File: src/rtl/dmem_arbiter_if.sv
// Request/response and memory-side signals of the two-port data-memory arbiter.
// The arbiter takes the slave view; requesters plus memory take the master view.
interface dmem_arbiter_if #(
  parameter int MEM_AW = 8
);
  logic              req0_vld, req0_rdy, req0_wr;
  logic [31:0]       req0_addr, req0_wdata;
  logic [3:0]        req0_be;
  logic              req1_vld, req1_rdy, req1_wr, req1_lock;
  logic [31:0]       req1_addr, req1_wdata;
  logic [3:0]        req1_be;
  logic              rsp0_vld, rsp0_err;
  logic [31:0]       rsp0_rdata;
  logic              rsp1_vld, rsp1_err;
  logic [31:0]       rsp1_rdata;
  logic              mem_en, mem_wr;
  logic [MEM_AW-1:0] mem_addr;
  logic [3:0]        mem_be;
  logic [31:0]       mem_wdata, mem_rdata;

  modport slave (
    input  req0_vld, req0_wr, req0_addr, req0_be, req0_wdata,
    input  req1_vld, req1_wr, req1_addr, req1_be, req1_wdata, req1_lock,
    input  mem_rdata,
    output req0_rdy, req1_rdy,
    output rsp0_vld, rsp0_err, rsp0_rdata, rsp1_vld, rsp1_err, rsp1_rdata,
    output mem_en, mem_wr, mem_addr, mem_be, mem_wdata
  );

  modport master (
    output req0_vld, req0_wr, req0_addr, req0_be, req0_wdata,
    output req1_vld, req1_wr, req1_addr, req1_be, req1_wdata, req1_lock,
    output mem_rdata,
    input  req0_rdy, req1_rdy,
    input  rsp0_vld, rsp0_err, rsp0_rdata, rsp1_vld, rsp1_err, rsp1_rdata,
    input  mem_en, mem_wr, mem_addr, mem_be, mem_wdata
  );
endinterface

File: src/rtl/dmem_arbiter.sv
// Round-robin arbiter sharing the byte-column data memory between the LSU (port 0)
// and the debug/loader port (port 1), with a bounded port-1 lock mode for bursts.
module dmem_arbiter #(
  parameter int MEM_AW   = 8,
  parameter int MAX_LOCK = 16
) (
  input  logic         clk,
  input  logic         reset,
  dmem_arbiter_if.slave bus
);
  localparam int LW = $clog2(MAX_LOCK + 1);
  localparam logic [LW-1:0] LMAX = LW'(MAX_LOCK);

  typedef enum logic {RR, LOCK1} state_t;

  state_t        state, state_nxt;
  logic          prio, prio_nxt, eff_prio;
  logic [LW-1:0] lcnt, lcnt_nxt;
  logic          gnt, gport, take;

  logic          wr_s, in_range;
  logic [31:2]   addr_s;
  logic [3:0]    be_s;
  logic [31:0]   wdata_s;

  logic          rsp_vld, rsp_port, rsp_rd, rsp_err;

  always_ff @(posedge clk) begin
    if (reset) begin
      state <= RR;
      prio  <= 1'b0;
      lcnt  <= '0;
    end else begin
      state <= state_nxt;
      prio  <= prio_nxt;
      lcnt  <= lcnt_nxt;
    end
  end

  always_comb begin
    state_nxt = state;
    prio_nxt  = prio;
    lcnt_nxt  = lcnt;
    eff_prio  = prio;
    gnt       = 1'b0;
    gport     = 1'b0;
    if (state == LOCK1 && bus.req1_vld && bus.req1_lock) begin
      gnt = 1'b1;
      // Port 0 has waited through MAX_LOCK port-1 grants: give it one slot.
      if (lcnt == LMAX && bus.req0_vld) begin
        gport    = 1'b0;
        lcnt_nxt = '0;
        prio_nxt = 1'b1;
      end else begin
        gport    = 1'b1;
        prio_nxt = 1'b0;
        if (bus.req0_vld && lcnt != LMAX) lcnt_nxt = lcnt + 1'b1;
      end
    end else begin
      // Leaving the lock re-bases round robin on port 0 for this very cycle.
      if (state == LOCK1) begin
        state_nxt = RR;
        eff_prio  = 1'b0;
        prio_nxt  = 1'b0;
        lcnt_nxt  = '0;
      end
      if (bus.req0_vld || bus.req1_vld) begin
        gnt      = 1'b1;
        gport    = (bus.req0_vld && bus.req1_vld) ? eff_prio : bus.req1_vld;
        prio_nxt = ~gport;
        if (gport && bus.req1_lock) begin
          state_nxt = LOCK1;
          lcnt_nxt  = LW'(1);
        end
      end
    end
  end

  assign take         = gnt && !reset;
  assign bus.req0_rdy = take && !gport;
  assign bus.req1_rdy = take && gport;

  assign wr_s     = gport ? bus.req1_wr           : bus.req0_wr;
  assign addr_s   = gport ? bus.req1_addr[31:2]   : bus.req0_addr[31:2];
  assign be_s     = gport ? bus.req1_be           : bus.req0_be;
  assign wdata_s  = gport ? bus.req1_wdata        : bus.req0_wdata;
  assign in_range = (addr_s[31:MEM_AW+2] == '0);

  // A write with no byte enables still claims the slot but writes nothing.
  assign bus.mem_en    = take && in_range;
  assign bus.mem_wr    = bus.mem_en && wr_s && (be_s != 4'b0);
  assign bus.mem_be    = bus.mem_wr ? be_s : 4'b0;
  assign bus.mem_addr  = bus.mem_en ? addr_s[MEM_AW+1:2] : '0;
  assign bus.mem_wdata = bus.mem_wr ? wdata_s : 32'b0;

  always_ff @(posedge clk) begin
    if (reset) begin
      rsp_vld  <= 1'b0;
      rsp_port <= 1'b0;
      rsp_rd   <= 1'b0;
      rsp_err  <= 1'b0;
    end else begin
      rsp_vld  <= take;
      rsp_port <= gport;
      rsp_rd   <= take && in_range && !wr_s;
      rsp_err  <= take && !in_range;
    end
  end

  assign bus.rsp0_vld   = rsp_vld && !rsp_port && !reset;
  assign bus.rsp1_vld   = rsp_vld && rsp_port && !reset;
  assign bus.rsp0_err   = bus.rsp0_vld && rsp_err;
  assign bus.rsp1_err   = bus.rsp1_vld && rsp_err;
  assign bus.rsp0_rdata = (bus.rsp0_vld && rsp_rd) ? bus.mem_rdata : 32'b0;
  assign bus.rsp1_rdata = (bus.rsp1_vld && rsp_rd) ? bus.mem_rdata : 32'b0;
endmodule

File: src/flat_wrapper.sv
// flat-port wrapper written by rule: the top's interface ports become plain ports
module dmem_arbiter_flat 
#(
  parameter int MEM_AW   = 8,
  parameter int MAX_LOCK = 16
)
  (clk, reset, bus_req0_vld, bus_req0_wr, bus_req0_addr, bus_req0_be, bus_req0_wdata, bus_req1_vld, bus_req1_wr, bus_req1_addr, bus_req1_be, bus_req1_wdata, bus_req1_lock, bus_mem_rdata, bus_req0_rdy, bus_req1_rdy, bus_rsp0_vld, bus_rsp0_err, bus_rsp0_rdata, bus_rsp1_vld, bus_rsp1_err, bus_rsp1_rdata, bus_mem_en, bus_mem_wr, bus_mem_addr, bus_mem_be, bus_mem_wdata);
  dmem_arbiter_if #(.MEM_AW(MEM_AW)) bus_i ();
  input  logic clk;
  input  logic reset;
  input wire logic [$bits(bus_i.req0_vld)-1:0] bus_req0_vld;
  input wire logic [$bits(bus_i.req0_wr)-1:0] bus_req0_wr;
  input wire logic [$bits(bus_i.req0_addr)-1:0] bus_req0_addr;
  input wire logic [$bits(bus_i.req0_be)-1:0] bus_req0_be;
  input wire logic [$bits(bus_i.req0_wdata)-1:0] bus_req0_wdata;
  input wire logic [$bits(bus_i.req1_vld)-1:0] bus_req1_vld;
  input wire logic [$bits(bus_i.req1_wr)-1:0] bus_req1_wr;
  input wire logic [$bits(bus_i.req1_addr)-1:0] bus_req1_addr;
  input wire logic [$bits(bus_i.req1_be)-1:0] bus_req1_be;
  input wire logic [$bits(bus_i.req1_wdata)-1:0] bus_req1_wdata;
  input wire logic [$bits(bus_i.req1_lock)-1:0] bus_req1_lock;
  input wire logic [$bits(bus_i.mem_rdata)-1:0] bus_mem_rdata;
  output wire logic [$bits(bus_i.req0_rdy)-1:0] bus_req0_rdy;
  output wire logic [$bits(bus_i.req1_rdy)-1:0] bus_req1_rdy;
  output wire logic [$bits(bus_i.rsp0_vld)-1:0] bus_rsp0_vld;
  output wire logic [$bits(bus_i.rsp0_err)-1:0] bus_rsp0_err;
  output wire logic [$bits(bus_i.rsp0_rdata)-1:0] bus_rsp0_rdata;
  output wire logic [$bits(bus_i.rsp1_vld)-1:0] bus_rsp1_vld;
  output wire logic [$bits(bus_i.rsp1_err)-1:0] bus_rsp1_err;
  output wire logic [$bits(bus_i.rsp1_rdata)-1:0] bus_rsp1_rdata;
  output wire logic [$bits(bus_i.mem_en)-1:0] bus_mem_en;
  output wire logic [$bits(bus_i.mem_wr)-1:0] bus_mem_wr;
  output wire logic [$bits(bus_i.mem_addr)-1:0] bus_mem_addr;
  output wire logic [$bits(bus_i.mem_be)-1:0] bus_mem_be;
  output wire logic [$bits(bus_i.mem_wdata)-1:0] bus_mem_wdata;
  assign bus_i.req0_vld = bus_req0_vld;
  assign bus_i.req0_wr = bus_req0_wr;
  assign bus_i.req0_addr = bus_req0_addr;
  assign bus_i.req0_be = bus_req0_be;
  assign bus_i.req0_wdata = bus_req0_wdata;
  assign bus_i.req1_vld = bus_req1_vld;
  assign bus_i.req1_wr = bus_req1_wr;
  assign bus_i.req1_addr = bus_req1_addr;
  assign bus_i.req1_be = bus_req1_be;
  assign bus_i.req1_wdata = bus_req1_wdata;
  assign bus_i.req1_lock = bus_req1_lock;
  assign bus_i.mem_rdata = bus_mem_rdata;
  assign bus_req0_rdy = bus_i.req0_rdy;
  assign bus_req1_rdy = bus_i.req1_rdy;
  assign bus_rsp0_vld = bus_i.rsp0_vld;
  assign bus_rsp0_err = bus_i.rsp0_err;
  assign bus_rsp0_rdata = bus_i.rsp0_rdata;
  assign bus_rsp1_vld = bus_i.rsp1_vld;
  assign bus_rsp1_err = bus_i.rsp1_err;
  assign bus_rsp1_rdata = bus_i.rsp1_rdata;
  assign bus_mem_en = bus_i.mem_en;
  assign bus_mem_wr = bus_i.mem_wr;
  assign bus_mem_addr = bus_i.mem_addr;
  assign bus_mem_be = bus_i.mem_be;
  assign bus_mem_wdata = bus_i.mem_wdata;
  dmem_arbiter #(.MEM_AW(MEM_AW), .MAX_LOCK(MAX_LOCK)) u_core (.clk(clk), .reset(reset), .bus(bus_i));
endmodule
File: config.mk
export PLATFORM = sky130hd
export DESIGN_NAME = dmem_arbiter_flat
export DESIGN_NICKNAME = d
export VERILOG_FILES = /design/src/rtl/dmem_arbiter_if.sv /design/src/rtl/dmem_arbiter.sv /design/src/flat_wrapper.sv
export SDC_FILE = /design/constraint.sdc
export NUM_CORES = 1
export LEC_CHECK = 0
export BUFFER_PORTS_ARGS = -buffer_cell sky130_fd_sc_hd__buf_4
export CORE_AREA = 2 2 114 116
export CTS_CLUSTER_DIAMETER = 200
export DETAILED_ROUTE_END_ITERATION = 8
export DIE_AREA = 0 0 116 118
export PLACE_DENSITY = 0.52
export SYNTH_ARGS = -nofsm -noshare
export SYNTH_HDL_FRONTEND = slang
export SYNTH_SLANG_ARGS = --single-unit
File: constraint.sdc
create_clock -name clk -period 3.1 [get_ports clk]
set_input_delay 0.62 -clock clk [delete_from_list [all_inputs] [get_ports clk]]
set_output_delay 0.62 -clock clk [all_outputs]
set_load 0.05 [all_outputs]
# Word level (Yosys, flattened, before mapping)
# Cells that the tools add are included.
# word_totals
input_bits	175
out_inout_bits	116
word_cells	70
register_bits	11
# classes
bitwise	1
eq_ne	3
n_mux	28
reduce_logical	30
addsub	1
# ops
cell	n
two-way mux 32 bit	4
two-way mux 30 bit	1
two-way mux 5 bit	6
logical AND 1 bit	22
logical NOT 22 bit	1
two-way mux 1 bit	14
two-way mux 4 bit	2
two-way mux 8 bit	1
adder 5 x 1 -> 5 bit, second input constant	1
equality test 5 bit, second input constant	1
logical NOT 1 bit	5
inequality test 5 bit, second input constant	1
nonzero test 4 bit	1
inequality test 3 bit, second input constant	1
logical OR 1 bit	1
inverter 1 bit	1

# Longest topological paths before layout
# Gate-level depths: netlist of run 1.
# depth
word_depth	12
mapped_depth	8
mapped_depth_nobuf	7

# Least setup slack after synthesis of run 1
# OpenSTA, ideal clock, no wires.
# synth_timing
kind	in2out
from	input port bus_req1_addr[10]
to	output port bus_mem_wdata[10]
path_stages	6
n_path_buf	2
required_time_ps	2480
arrival_ps	2847
setup_slack_ps	-367
path_cell_list	nor4_1 > nand4_1 > or2_2 > buf_2 > buf_2 > o32ai_1
# synth_between
elab_chain_cells	6
# synth_lines
item	line	text
from (decl)	flat_wrapper.sv:18	input wire logic [$bits(bus_i.req1_addr)-1:0] bus_req1_addr;
two-way mux 30 bit	dmem_arbiter.sv:84	assign addr_s = gport ? bus.req1_addr[31:2] : bus.req0_addr[31:2];
logical NOT 22 bit	dmem_arbiter.sv:87	assign in_range = (addr_s[31:MEM_AW+2] == '0);
logical AND 1 bit	dmem_arbiter.sv:90	assign bus.mem_en = take && in_range;
logical AND 1 bit (2 in series)	dmem_arbiter.sv:91	assign bus.mem_wr = bus.mem_en && wr_s && (be_s != 4'b0);
two-way mux 32 bit	dmem_arbiter.sv:94	assign bus.mem_wdata = bus.mem_wr ? wdata_s : 32'b0;
to (decl)	flat_wrapper.sv:35	output wire logic [$bits(bus_i.mem_wdata)-1:0] bus_mem_wdata;
# Every way passes these cells.

# Final worst setup path of run 1
# layout_timing
from	register u_core.lcnt[0]
to	output port bus_mem_be[3]
# layout_between
elab_chain_cells	10
word_cells_on_any_way	13
classes_between	eq/ne (1); mux (6); reduce/logical (6)
# layout_lines
item	line	text
from (decl)	dmem_arbiter.sv:18	logic [LW-1:0] lcnt, lcnt_nxt;
from (signal assigned)	dmem_arbiter.sv:36	lcnt <= lcnt_nxt;
equality test 5 bit (*)	dmem_arbiter.sv:50	if (lcnt == LMAX && bus.req0_vld) begin
logical AND 1 bit (*)	dmem_arbiter.sv:50	
two-way mux 1 bit (*)	dmem_arbiter.sv:50	
two-way mux 1 bit (*)	dmem_arbiter.sv:47	if (state == LOCK1 && bus.req1_vld && bus.req1_lock) begin
two-way mux 30 bit	dmem_arbiter.sv:84	
logical NOT 22 bit	dmem_arbiter.sv:87	
logical AND 1 bit	dmem_arbiter.sv:90	
logical AND 1 bit (2 in series)	dmem_arbiter.sv:91	
two-way mux 4 bit (*)	dmem_arbiter.sv:92	assign bus.mem_be = bus.mem_wr ? be_s : 4'b0;
to (decl)	flat_wrapper.sv:34	output wire logic [$bits(bus_i.mem_be)-1:0] bus_mem_be;
# Every way passes the cells marked *; elsewhere a longest branch is shown, timed or not.

==> impl_metrics.yaml, run 1 <==
synth:
  yosys.area.top_type_share_pct: 18.6
  synth_edf_count: 0
  syn_inst: 336
  syn_area_per_cell_um2: 6.42
  synth.largest_area_cell: "and3_1"
  ys_seq_area_share_pct: 10.2
  yosysWarnings: 0
  post-synth-top-count-cell: "and3_1"
  ys_ff_latch: 11
  synth_flop_cell: "dfxtp_1"
  netlist_area_um2: 2160
  syn_nets: 513
  async_flop_share_pct: 0
  yosys.cell_types.count: 43
  synth_area_leaders: "and3_1 19%, o32ai_1 15%, dfxtp_1 10%"
  synthTopCellsByCount: "64 x and3_1, 40 x inv_1, 37 x o32ai_1"
worst_setup_path:
  reg2regPathDepth: 6
  path_max_fanout: 7
  critPathRequiredTime_ps: 2480
  reg2reg_slack_ps: 1070
  timing.rr.end: "u_core.rsp_rd$_SDFF_PP0_"
  worstSetupPathType: "flip-flop to primary output"
  worst_setup_path_start_kind: "flip-flop"
  critPathArrivalTime_ps: 2490
  cp-end-kind: "primary output"
  rr_startpoint: "u_core.lcnt[0]$_SDFFE_PP0P_"
global_route:
  grt_usage_pct: 15.8
  grt_pass1_vias: 3693
  grt_pass1_wl_mm: 18.0
  grt_max_degree: 65
  antenna_found_initial: 0
  overflow: 0
layout:
  final_core_util_pct: 38.0
  fin_nets: 781
  drive_gt1_share_pct: 54.7
  area_growth_pct: 119
  diodes: 0
  fin_area_um2: 4720
  finalNonFillerCells: 775
detailed_routing:
  drt_iter0_markers: 175
  via_per_inst: 4.88
  routed_wirelength_mm: 12.2
  ant_nets: 0
  vias: 3781
  drc: 0
  wire_per_inst_um: 15.8
  dr.pass1.iters: 4
clocking:
  numCtsBuffers: 3
  clock_sinks: 11
  clockBufferDepth: 2
  postCtsHoldBufs: 0
  h-tree-depth: 1
  path_clk_slew_ps: 40
  clock_latency_ps: 240
  cts_tree: "built"
  cts-root-buf: "clkbuf_16"
sta:
  finalWorstSetupSlack_ps: -5.41
  setup_viol: 1
  drv_slew: 0
  clock.fmax_mhz: 322
  period_needed_ps: 3110
  tightest_slew_ps: 489
  hold_viol_final: 0
  relSlewSlack_pct: 67.0
  period_share_pct: 100
  fin_skew_ps: 3.56
  grt_setup_unrepaired: "true"
placement:
  io_buffers: 286
  place_inst: 769
  gp_congestion: 0.794
  pre_cts_ws_ps: 51.8
  hpwl_mm: 9.55
  place_area_um2: 4530
power:
  power_density_nw_per_um2: 146
  post-layout-total-power_uw: 688
  ir_worst_vdd_mv: 0.118
  total_leakage_power_nw: 2.48
floorplanning:
  initial_core_util_pct: 17.4
  io_pins: 291
  core_um2: 12400
  dieWidth_um: 116
  die_h_um: 118
  dieArea_um2: 13700
  rows: 41
worst_hold_path:
  hp-start: "u_core.lcnt[2]$_SDFFE_PP0P_"
  hp-class: "flip-flop to flip-flop"
  hold_depth: 2
  hold_end: "u_core.lcnt[2]$_SDFFE_PP0P_"
run:
  max_cap_violations: 0
status:
  outcome: "finished with violations"
  violations: "setup timing"
## area by class of cell
class,count,area (um2)
clock buffer,4,78.8
multi-input combinational,244,1700
sequential,11,223
fill,1317,7700
timing repair buffer,304,2350
tap,172,215
inverter,40,150
## cells in the final DEF (no fill, tap or decap), types with 4 or more instances in the layout
| master | synthesis | routed |
|---|---|---|
| and3_1 | 64 | 64 |
| buf_4 | 0 | 294 |
| buf_6 | 1 | 7 |
| dfxtp_1 | 11 | 9 |
| inv_1 | 40 | 40 |
| nand2_1 | 18 | 17 |
| nand3_1 | 19 | 19 |
| nand4_1 | 35 | 35 |
| nor2_1 | 8 | 8 |
| nor4_1 | 10 | 10 |
| o21ai_0 | 4 | 4 |
| o22ai_2 | 5 | 8 |
| o32ai_1 | 37 | 33 |
| o32ai_2 | 0 | 4 |
## logic make-up (layout without fill, tap and decap cells)
| kind of cell | after synthesis | in the layout | share of synthesized area (%) |
|---|---|---|---|
| flops | 11 | 11 | 10.2 |
| fa+ha+maj | 2 | 2 | 1.16 |
| simple gates | 177 | 178 | 48.6 |
| compound gates | 64 | 64 | 24.8 |
| buf+inv | 82 | 348 | 15.3 |
## critical path, cell delays in order, from the launching register on
cell,delay (ps)
dfxtp_2,350
inv_1,50
ha_1,230
and4bb_1,250
o211a_4,290
or4_4,620
o32ai_1,180
buf_4,260
## power by group
group,internal (mW),switching [mW],leakage [nW]
logic,0.174,0.129,2.35
clock network,0.172,0.0614,0.0382
registers,0.148,0.00375,0.0909
## worst max path at each step
stage,start,to,slack [ps]
2_1_floorplan,bus_req1_addr[10],bus_mem_wdata[10],-370
3_3_place_gp,bus_req0_addr[17],bus_mem_wdata[19],60
3_5_place_dp,bus_req0_addr[17],bus_mem_be[3],50
4_1_cts,u_core.lcnt[0]$_SDFFE_PP0P_,bus_mem_be[3],40
5_1_grt,u_core.lcnt[0]$_SDFFE_PP0P_,bus_mem_be[3],-50
6_report,u_core.lcnt[0]$_SDFFE_PP0P_,bus_mem_be[3],-5
## state kept, by name, indices dropped and copies added, names as in the netlist
name             flops
u_core.lcnt          5
u_core.prio          1
u_core.rsp_err       1
u_core.rsp_port      1
u_core.rsp_rd        1
u_core.rsp_vld       1
u_core.state         1
## per-layer routing
layer | track usage [%] | wire [um]
met5 | 0 | 0
met1 | 18.5 | 4630
met4 | 3.35 | 202
met2 | 29.6 | 6270
met3 | 2.88 | 1140
## repair_timing
action                                  in CTS  in global routing
endpoints found under the setup margin       0                 41
endpoints found under the hold margin        0                  0
gates resized for setup                      0                 20
buffers inserted                             0                  1
## stage by stage
step | hold WS, ps | TNS, ps
detailed placement | 529 | 0
CTS | 532 | 0
floorplan | 485 | -12360
finish | 539 | -5.41
global placement | 506 | 0
global route | 569 | -131
Note: power is estimated with default switching activity, not from simulation.
==> run 2, diff against run 1 <==
--- a/config.mk
+++ b/config.mk
@@ -5,12 +5,13 @@
 export SDC_FILE = /design/constraint.sdc
 export NUM_CORES = 1
 export LEC_CHECK = 0
+export ABC_AREA = 1
 export BUFFER_PORTS_ARGS = -buffer_cell sky130_fd_sc_hd__buf_4
-export CORE_AREA = 2 2 114 116
+export CORE_AREA = 2 2 113 115
 export CTS_CLUSTER_DIAMETER = 200
 export DETAILED_ROUTE_END_ITERATION = 8
-export DIE_AREA = 0 0 116 118
-export PLACE_DENSITY = 0.52
+export DIE_AREA = 0 0 115 117
+export PLACE_DENSITY = 0.55
 export SYNTH_ARGS = -nofsm -noshare
 export SYNTH_HDL_FRONTEND = slang
 export SYNTH_SLANG_ARGS = --single-unit
==> constraint.sdc (replaced) <==
create_clock -name clk -period 3.6 [get_ports clk]
set_input_delay 0.72 -clock clk [delete_from_list [all_inputs] [get_ports clk]]
set_output_delay 0.72 -clock clk [all_outputs]
set_load 0.05 [all_outputs]
==> run 2 against run 1 <==
Against the previous run:
- the flow now finishes without violations
- critical path type is now input pin to primary output
- sequential share of layout area is 0.057 points lower
- register-to-register slack better by 450 ps
- cell area is essentially flat
- highest routed layer unchanged
- synthesized cell count rose by 38%
- clock power fell by 14%
==> impl_metrics.yaml, run 2 <==
detailed_routing:
  via_per_inst: 4.20
  met1Wirelength_mm: 4.15
  vias: 3731
  routed_wirelength_mm: 11.2
  wl_met3_mm: 1.04
  drc: 0
  highest_layer: "met4"
  drt_iter0_markers: 175
  wire_per_inst_um: 12.6
  dr.pass1.iters: 4
  ant_nets: 0
  wl_met2_mm: 5.94
sta:
  clock.fmax_mhz: 299
  grt_setup_unrepaired: "false"
  setup_viol: 0
  period_needed_ps: 3340
  drv_slew: 0
  tightest_slew_ps: 451
  hold_viol_final: 0
  relSlewSlack_pct: 69.9
  setup_tns_ps: 0
  period_share_pct: 92.8
  fin_skew_ps: 2.52
global_route:
  grt_pass1_vias: 3269
  grt_usage_pct: 14.6
  grt_max_degree: 36
  grt_pass1_wl_mm: 15.7
  overflow: 0
  antenna_found_initial: 0
layout:
  drive_gt1_share_pct: 46.8
  layout_commonest_cell: "buf_4"
  diodes: 0
  area_growth_pct: 97.5
  largest_reg_flops: 5
  fin_area_um2: 4720
  mostFrequentLayoutCells: "292 x buf_4, 142 x nand2_1, 106 x nor2_1"
  fin_nets: 917
  regMostFlops: "u_core.lcnt"
power:
  power_density_nw_per_um2: 140
  ir_worst_vdd_mv: 0.119
  total_leakage_power_nw: 2.92
synth:
  syn_area_per_cell_um2: 5.16
  synth_area_leaders: "nand2_1 22%, nor2_1 17%, inv_1 14%"
  synth_edf_count: 0
  syn_nets: 640
  yosys.cell_types.count: 27
  synth.largest_area_cell: "nand2_1"
  ys_seq_area_share_pct: 9.21
  post-synth-top-count-cell: "nand2_1"
  synthTopCellsByCount: "142 x nand2_1, 106 x nor2_1, 87 x inv_1"
  netlist_area_um2: 2390
  ys_ff_latch: 11
  yosys.area.top_type_share_pct: 22.3
  synth_flop_cell: "dfxtp_1"
  async_flop_share_pct: 0
  yosysWarnings: 0
  syn_inst: 463
worst_hold_path:
  hp-class: "flip-flop to flip-flop"
worst_setup_path:
  cp-end-kind: "primary output"
  path_cells: "buf_4 -> nand3_4 -> nand3_2 -> nand2_4 -> buf_4 -> nand2_1 -> nand2_2 -> nand3_4 -> buf_12 -> nor3_1 -> buf_4"
  path_max_fanout: 31
  worst_setup_path_start_kind: "input pin"
  worstSetupPathType: "input pin to primary output"
  crit_path_top_delay_cell: "buf_12"
  slowest_delay_ps: 250
  critPathRequiredTime_ps: 2880
  crit_top_cell: "buf_4"
  critPathArrivalTime_ps: 2620
floorplanning:
  rows: 41
  dieWidth_um: 115
  core_um2: 12300
  dieArea_um2: 13500
  die_h_um: 117
  initial_core_util_pct: 19.4
  io_pins: 291
placement:
  gp_congestion: 0.778
  io_buffers: 286
  place_area_um2: 4640
  hpwl_mm: 9.58
clocking:
  post_cts_resized: 0
  h-tree-depth: 1
  clock_sinks: 11
  postCtsHoldBufs: 0
  path_clk_slew_ps: 40
  cts_tree: "built"
  clockBufferDepth: 2
  clock_latency_ps: 240
  cts_setup_buffers: 0
  numCtsBuffers: 3
  cts-root-buf: "clkbuf_16"
status:
  outcome: "completed"
run:
  max_cap_violations: 0
[run 2: cell types whose count changed in the layout (fill, tap and decap cells not counted), moves of 8 or more]
| cell | previous run | this run |
|---|---|---|
| a21oi_1 | 3 | 18 |
| and3_1 | 64 | 0 |
| inv_1 | 40 | 87 |
| nand2_1 | 17 | 142 |
| nand3_1 | 19 | 11 |
| nand4_1 | 35 | 0 |
| nor2_1 | 8 | 106 |
| nor3_2 | 0 | 30 |
| nor4_1 | 10 | 1 |
| o22ai_2 | 8 | 0 |
| o32ai_1 | 33 | 0 |
[run 2: critical path, delay by kind of cell]
kind	cells	cell delay, ps
buf+inv	4	830
simple gates	7	1060
[run 2: routing by layer]
| layer | vias to the layer above | global-route usage (%) |
|---|---|---|
| met5 | - | 0 |
| met4 | 0 | 2.17 |
| met3 | 5 | 2.16 |
| met2 | 205 | 28.6 |
| met1 | 1605 | 17.0 |
| li1 | 1916 | - |
[run 2: worst paths after layout]
path                                                   from                          end  slack, ps  cells past startpoint
worst max-delay path                           bus_req1_vld             bus_mem_wdata[0]        260                     11
worst min-delay path            u_core.lcnt[4]$_SDFFE_PP0P_  u_core.lcnt[4]$_SDFFE_PP0P_        480                      1
worst max register to register  u_core.lcnt[0]$_SDFFE_PP0P_     u_core.rsp_rd$_SDFF_PP0_       1520                     12
worst min register to register  u_core.lcnt[4]$_SDFFE_PP0P_  u_core.lcnt[4]$_SDFFE_PP0P_        480                      1
[run 2: power breakdown]
group	internal, mW	switching, mW	total, mW
clock network	0.149	0.0538	0.202
registers	0.127	0.00264	0.129
logic	0.169	0.158	0.327
[run 2: logic make-up after synthesis]
kind of cell	synth area share, %
and+or+nand+nor	63.4
buffers and inverters	21.3
AOI/OAI and AO/OA	5.08
DFF	9.21
adders and majority gates	1.05
[run 2: cell type report]
class	count	area, um2
Clock buffer	4	78.8
Multi-Input combinational cell	341	1670
Tap cell	150	188
Timing Repair Buffer	294	2230
Fill cell	1355	7590
Inverter	89	335
Sequential cell	11	220
[run 2: per-stage QoR]
stage	utilization [%]	hold WS, ps	instances	power (mW)	setup slack, ps
floorplan	-	426	463	0.288	104
global placement	37.7	456	885	0.456	240
detailed placement	37.7	465	885	0.461	190
CTS	38.3	473	889	0.666	188
global route	38.3	517	889	0.705	51.1
finish	38.3	475	889	0.659	258
